===== config.mk =====
export PLATFORM = sky130hd
export DESIGN_NAME = buffering_tx_flat
export DESIGN_NICKNAME = d
export VERILOG_FILES = /design/src/rtl/buffering_tx_if.sv /design/src/rtl/buffering_tx.sv /design/src/flat_wrapper.sv
export SDC_FILE = /design/constraint.sdc
export NUM_CORES = 1
export LEC_CHECK = 0
export ABC_AREA = 1
export ABC_CLOCK_PERIOD_IN_PS = 10900
export CAP_MARGIN = 20
export CORE_MARGIN = 2
export CORE_UTILIZATION = 49
export CTS_BUF_LIST = sky130_fd_sc_hd__clkbuf_8 sky130_fd_sc_hd__clkbuf_16
export DETAILED_ROUTE_END_ITERATION = 10
export GPL_ROUTABILITY_DRIVEN = 1
export PLACE_DENSITY = 0.68
export SYNTH_ARGS = -nofsm -noshare
export SYNTH_HDL_FRONTEND = slang
export SYNTH_SLANG_ARGS = --single-unit

===== constraint.sdc =====
create_clock -name clk -period 10.9 [get_ports clk]
set_input_delay 2.18 -clock clk [delete_from_list [all_inputs] [get_ports clk]]
set_output_delay 2.18 -clock clk [all_outputs]
set_load 0.02 [all_outputs]

===== src/rtl/buffering_tx_if.sv =====
// Device-response and host AXI Stream signals for buffering_tx.
// slave is the block side; master is the device/host side.
interface buffering_tx_if #(
  parameter int CNT_W = 4
) ();
  logic             dev_valid_i;
  logic [18:0]      dev_addr_i;
  logic [15:0]      dev_data_i;
  logic             dev_ready_o;
  logic             rsp_tvalid_o;
  logic [2:0]       rsp_tid_o;
  logic [15:0]      rsp_tdata_o;
  logic             rsp_tlast_o;
  logic             rsp_tready_i;
  logic             host_hold_i;
  logic [CNT_W-1:0] fifo_count_o;

  modport slave (
    input  dev_valid_i,
    input  dev_addr_i,
    input  dev_data_i,
    output dev_ready_o,
    output rsp_tvalid_o,
    output rsp_tid_o,
    output rsp_tdata_o,
    output rsp_tlast_o,
    input  rsp_tready_i,
    input  host_hold_i,
    output fifo_count_o
  );

  modport master (
    output dev_valid_i,
    output dev_addr_i,
    output dev_data_i,
    input  dev_ready_o,
    input  rsp_tvalid_o,
    input  rsp_tid_o,
    input  rsp_tdata_o,
    input  rsp_tlast_o,
    output rsp_tready_i,
    output host_hold_i,
    input  fifo_count_o
  );
endinterface


===== src/rtl/buffering_tx.sv =====
// Device responses to two-beat AXI Stream packets (address, then data).
// TID-5 responses are parked in a FIFO while the host holds.
module buffering_tx #(
  parameter int DEPTH = 8,
  parameter int CNT_W = $clog2(DEPTH + 1)
) (
  input  logic           clk,
  input  logic           reset_n,
  buffering_tx_if.slave  bus
);

  localparam int         PTR_W = $clog2(DEPTH);
  localparam logic [2:0] TID5  = 3'd5;

  typedef enum logic [1:0] {
    IDLE = 2'd0,
    ADDR = 2'd1,
    DATA = 2'd2
  } state_t;

  typedef struct packed {
    logic [15:0] addr;
    logic [15:0] data;
  } entry_t;

  state_t           state_q;
  state_t           state_d;
  entry_t           mem [DEPTH];
  logic [PTR_W-1:0] rd_ptr_q;
  logic [PTR_W-1:0] wr_ptr_q;
  logic [CNT_W-1:0] count_q;
  logic [15:0]      addr_q;
  logic [15:0]      data_q;
  logic [2:0]       tid_q;

  logic idle;
  logic is5;
  logic full;
  logic empty;
  logic drain;
  logic hold5;
  logic push;
  logic pop;
  logic cap;

  assign idle  = state_q == IDLE;
  assign is5   = bus.dev_addr_i[2:0] == TID5;
  assign full  = count_q == CNT_W'(DEPTH);
  assign empty = count_q == '0;
  assign drain = !bus.host_hold_i && !empty;
  assign hold5 = bus.dev_valid_i && is5 && bus.host_hold_i;

  // Drain wins over any new response; the device simply waits.
  assign pop  = idle && drain;
  assign push = idle && !drain && hold5 && !full;
  assign cap  = idle && !drain && bus.dev_valid_i
              && !(is5 && bus.host_hold_i);

  always_ff @(posedge clk or negedge reset_n) begin
    if (!reset_n) begin
      state_q <= IDLE;
    end else begin
      state_q <= state_d;
    end
  end

  always_comb begin
    state_d = state_q;
    unique case (state_q)
      IDLE: if (pop || cap) state_d = ADDR;
      ADDR: if (bus.rsp_tready_i) state_d = DATA;
      DATA: if (bus.rsp_tready_i) state_d = IDLE;
      default: state_d = IDLE;
    endcase
  end

  always_comb begin
    bus.dev_ready_o  = 1'b0;
    bus.rsp_tvalid_o = 1'b0;
    bus.rsp_tid_o    = '0;
    bus.rsp_tdata_o  = '0;
    bus.rsp_tlast_o  = 1'b0;
    unique case (state_q)
      IDLE: begin
        bus.dev_ready_o = reset_n && !drain
                        && !(hold5 && full);
      end
      ADDR: begin
        bus.rsp_tvalid_o = 1'b1;
        bus.rsp_tid_o    = tid_q;
        bus.rsp_tdata_o  = addr_q;
      end
      DATA: begin
        bus.rsp_tvalid_o = 1'b1;
        bus.rsp_tid_o    = tid_q;
        bus.rsp_tdata_o  = data_q;
        bus.rsp_tlast_o  = 1'b1;
      end
      default: ;
    endcase
  end

  assign bus.fifo_count_o = count_q;

  always_ff @(posedge clk or negedge reset_n) begin
    if (!reset_n) begin
      addr_q <= '0;
      data_q <= '0;
      tid_q  <= '0;
    end else if (pop) begin
      addr_q <= mem[rd_ptr_q].addr;
      data_q <= mem[rd_ptr_q].data;
      tid_q  <= TID5;
    end else if (cap) begin
      addr_q <= bus.dev_addr_i[18:3];
      data_q <= bus.dev_data_i;
      tid_q  <= bus.dev_addr_i[2:0];
    end
  end

  // Storage has no reset; pointers and count define validity.
  always_ff @(posedge clk) begin
    if (push) begin
      mem[wr_ptr_q] <= '{addr: bus.dev_addr_i[18:3],
                         data: bus.dev_data_i};
    end
  end

  always_ff @(posedge clk or negedge reset_n) begin
    if (!reset_n) begin
      rd_ptr_q <= '0;
      wr_ptr_q <= '0;
      count_q  <= '0;
    end else if (push) begin
      wr_ptr_q <= wr_ptr_q + PTR_W'(1);
      count_q  <= count_q + CNT_W'(1);
    end else if (pop) begin
      rd_ptr_q <= rd_ptr_q + PTR_W'(1);
      count_q  <= count_q - CNT_W'(1);
    end
  end

endmodule


===== src/flat_wrapper.sv =====
// flat-port wrapper written by rule: the top's interface ports become plain ports
module buffering_tx_flat 
#(
  parameter int DEPTH = 8,
  parameter int CNT_W = $clog2(DEPTH + 1)
)
  (clk, reset_n, bus_dev_valid_i, bus_dev_addr_i, bus_dev_data_i, bus_dev_ready_o, bus_rsp_tvalid_o, bus_rsp_tid_o, bus_rsp_tdata_o, bus_rsp_tlast_o, bus_rsp_tready_i, bus_host_hold_i, bus_fifo_count_o);
  buffering_tx_if #(.CNT_W(CNT_W)) bus_i ();
  input  logic clk;
  input  logic reset_n;
  input wire logic [$bits(bus_i.dev_valid_i)-1:0] bus_dev_valid_i;
  input wire logic [$bits(bus_i.dev_addr_i)-1:0] bus_dev_addr_i;
  input wire logic [$bits(bus_i.dev_data_i)-1:0] bus_dev_data_i;
  output wire logic [$bits(bus_i.dev_ready_o)-1:0] bus_dev_ready_o;
  output wire logic [$bits(bus_i.rsp_tvalid_o)-1:0] bus_rsp_tvalid_o;
  output wire logic [$bits(bus_i.rsp_tid_o)-1:0] bus_rsp_tid_o;
  output wire logic [$bits(bus_i.rsp_tdata_o)-1:0] bus_rsp_tdata_o;
  output wire logic [$bits(bus_i.rsp_tlast_o)-1:0] bus_rsp_tlast_o;
  input wire logic [$bits(bus_i.rsp_tready_i)-1:0] bus_rsp_tready_i;
  input wire logic [$bits(bus_i.host_hold_i)-1:0] bus_host_hold_i;
  output wire logic [$bits(bus_i.fifo_count_o)-1:0] bus_fifo_count_o;
  assign bus_i.dev_valid_i = bus_dev_valid_i;
  assign bus_i.dev_addr_i = bus_dev_addr_i;
  assign bus_i.dev_data_i = bus_dev_data_i;
  assign bus_dev_ready_o = bus_i.dev_ready_o;
  assign bus_rsp_tvalid_o = bus_i.rsp_tvalid_o;
  assign bus_rsp_tid_o = bus_i.rsp_tid_o;
  assign bus_rsp_tdata_o = bus_i.rsp_tdata_o;
  assign bus_rsp_tlast_o = bus_i.rsp_tlast_o;
  assign bus_i.rsp_tready_i = bus_rsp_tready_i;
  assign bus_i.host_hold_i = bus_host_hold_i;
  assign bus_fifo_count_o = bus_i.fifo_count_o;
  buffering_tx #(.DEPTH(DEPTH), .CNT_W(CNT_W)) u_core (.clk(clk), .reset_n(reset_n), .bus(bus_i));
endmodule

==> impl_metrics.env <==
export IMPL_cts_buffers=31
export IMPL_root_buffer="clkbuf_16"
export IMPL_first_iter_violations=914
export IMPL_hold_path_class="register to register"
export IMPL_synth_seq_cells=303
export IMPL_final_util_pct=57.3
export IMPL_nFillCells=2199
export IMPL_tightest_slew_ps=1050
export IMPL_p_int_mw=2.44
export IMPL_cts_setup_buffers=0
export IMPL_clkTransAtPathRegs_ps=60
export IMPL_synthAdderAreaFrac_pct=0.891
export IMPL_first_global_vias=8751
export IMPL_synth_cells=1305
export IMPL_power_total_mw=3.93
export IMPL_endpoint_kind="output pin"
export IMPL_grt_use_total_pct=22.0
export IMPL_routedWlPerCell_um=18.5
export IMPL_worstSetupPathType="primary input to output pin"
export IMPL_grt_pass1_wl_um=48900
export IMPL_antenna_found_initial=0
export IMPL_p_clk_share_pct=27.3
export IMPL_overflow=0
export IMPL_post_dp_hpwl_um=18000
export IMPL_power_density_mw_per_mm2=254
export IMPL_areaGrowthSynthToFinish_pct=14.6
export IMPL_final_setup_tns_ps=0
export IMPL_hold_viol_final=0
export IMPL_crit_arrival_ps=4150
export IMPL_synthSimpleGateAreaFrac_pct=22.9
export IMPL_clk_latency_ps=550
export IMPL_required_ps=8720
export IMPL_cts_resized=0
export IMPL_async_flop_share_pct=15.5
export IMPL_finClkSkew_ps=8.47
export IMPL_rsz0062_at_grt="no"
export IMPL_place_congestion=0.807
export IMPL_setup_viol=0
export IMPL_fmax_mhz=158
export IMPL_ff_latch_area_mm2=0.00887
export IMPL_p_switching_mw=1.48
export IMPL_ir_drop_v=0.000146
export IMPL_pwr_share_seq_pct=38.1
export IMPL_ant_nets=0
export IMPL_combPwrFrac_pct=34.6
export IMPL_viasPerCell=5.31
export IMPL_fin_area_mm2=0.0154
export IMPL_drive_above_1_share_pct=10.4
export IMPL_dieArea_mm2=0.0289
export IMPL_fp_coreArea_mm2=0.0270
export IMPL_syn_nets=1354
export IMPL_status="finished clean"
export IMPL_route_detailed_drc=0
export IMPL_leakage_nw=6.20
export IMPL_cts_tree="built"
export IMPL_synth_compound_area_share_pct=4.77
export IMPL_multi_input_area_mm2=0.00394
export IMPL_drt_wl_total_um=31600
export IMPL_drv_slew=0
export IMPL_dominantRegCellSynth="edfxtp_1"
export IMPL_critPathLaunchType="primary input"
export IMPL_maxCapViolations=0
export IMPL_netSwitchingFraction_pct=37.7
export IMPL_relSlewSlack_pct=29.6
export IMPL_holdBufCountCts=0
export IMPL_nNetsFinal=1398
export IMPL_seq_area_frac_synth_pct=65.7
export IMPL_synth_top_area_share_pct=57.0
export IMPL_clockBufferDepth=3
export IMPL_rows=60
export IMPL_min_period_ps=6330
export IMPL_synth_top_family_by_area="simple AND/OR/NAND/NOR gates"
export IMPL_die_h_um=170
export IMPL_synth_top_area_cell="edfxtp_1"
export IMPL_synth_area_mm2=0.0135
export IMPL_yosysUniqueCellTypes=34
export IMPL_vias=9098
export IMPL_syn_avg_cell_area_um2=10.3
export IMPL_placement_setup_worst_slack_ps=4560
export IMPL_synth_edf_count=256
export IMPL_clock_sinks=303
export IMPL_yosys_top_cells_area="edfxtp_1 57%, nand2_1 14%, dfrtp_1 8.7%, nand3_1 5.1%, inv_1 2.3%"
export IMPL_synthMuxAreaShare_pct=0
export IMPL_grt_max_degree=82
export IMPL_final_period_utilization_pct=58.1
export IMPL_placed_area_mm2=0.0144
export IMPL_yosysWarnings=0
export IMPL_die_w_um=170
export IMPL_dr_pass1_iters=5
export IMPL_htreeDepth=1
export IMPL_ios=66
export IMPL_worst_slack_ps=4570
export IMPL_start_util_pct=50.0
export IMPL_synth_xor_area_share_pct=0.260
export IMPL_antenna_cells=0
export IMPL_critPathMaxFanout=36
export IMPL_numPortBuffers=65
[sequential cells by signal, summed over array words and instances, names as in the netlist]
name                     cells
u_core.addr_q               16
u_core.bus.fifo_count_o      4
u_core.data_q               16
u_core.mem                 256
u_core.rd_ptr_q              3
u_core.state_q               2
u_core.tid_q                 3
u_core.wr_ptr_q              3
[cells in the final DEF (no fill, tap or decap), drive strengths merged]
cell type      Yosys  routed
nand2            525     525
edfxtp           256     256
nand3            138     138
inv               87      90
nor2              75      75
clkdlybuf4s50      0      64
a21oi             50      50
dfrtp             47      47
clkbuf            18      36
a21boi            32      32
buf               52      17
clkinv             1      15
ha                 8       8
o21ai              5       5
nor3               4       4
xor2               4       4
bufinv             0       4
o31ai              1       1
o21bai             1       1
fa                 1       1
[power groups by stage]
stage	combinational (mW)	sequential, mW	clock (mW)
final	1.36	1.50	1.07
after detailed placement	1.35	1.52	0
after floorplan	1.03	1.44	0
after CTS	1.36	1.50	1.08
after global routing	1.51	1.51	1.13
after global placement	1.33	1.52	0
[area by class of cell]
cell class | instances | share of cell area, %
clock buffers | 36 | 5.54
well taps | 341 | 2.76
flip-flops and latches | 303 | 57.4
inverters | 88 | 2.24
multi-input cells | 844 | 25.5
repair buffers | 81 | 5.30
clock inverters | 21 | 1.22
[critical path: stages]
cell             delay (ps)
clkdlybuf4s50_1         460
inv_4                   370
nor2_2                   70
nand3_1                 130
o31ai_1                  80
nor2_1                  200
clkdlybuf4s50_1         640
[Yosys cell counts, types with 2 or more instances]
cell,n
a21boi_0,19
a21boi_1,13
a21oi_1,22
a21oi_2,27
buf_1,5
buf_2,36
buf_4,4
buf_6,5
buf_8,2
clkbuf_1,18
dfrtp_1,47
edfxtp_1,256
ha_1,8
inv_1,84
nand2_1,520
nand2_4,3
nand3_1,137
nor2_1,44
nor2_2,31
nor3_1,4
o21ai_0,3
o21ai_1,2
xor2_1,4
[routing by layer]
layer  wire, µm  track usage (%)
met1      13800             30.3
met3       1850             2.84
met4       1040             7.73
met2      15000             36.5
met5          0                0
[worst paths after layout]
check / start / to / slack [ps] / depth (start not counted)
worst max-delay path: bus_host_hold_i / bus_dev_ready_o / 4570 / 7
worst min-delay path: u_core.tid_q[2]$_DFFE_PN0P_ / u_core.tid_q[2]$_DFFE_PN0P_ / 490 / 2
worst max register to register: u_core.rd_ptr_q[0]$_DFFE_PN0P_ / u_core.data_q[5]$_DFFE_PN0P_ / 7630 / 8
worst min register to register: u_core.tid_q[2]$_DFFE_PN0P_ / u_core.tid_q[2]$_DFFE_PN0P_ / 490 / 2
max in group asynchronous: reset_n / u_core.rd_ptr_q[0]$_DFFE_PN0P_ / 8640 / 2
min in group asynchronous: reset_n / u_core.state_q[1]$_DFFE_PN0P_ / 1750 / 2
[through the flow]
step	hold slack (ps)	cells
6_report	488	1714
5_1_grt	544	1714
4_1_cts	493	1713
3_5_place_dp	477	1656
3_3_place_gp	455	1654
2_1_floorplan	442	1305
[kinds of logic after synthesis]
| group | count (synthesis) |
|---|---|
| adders and majority gates | 9 |
| DFF | 303 |
| buffers and inverters | 158 |
| and+or+nand+nor | 742 |
| AOI/OAI and AO/OA | 89 |
| xor gates and xnor gates | 4 |
Note: power is estimated with default switching activity, not from simulation.
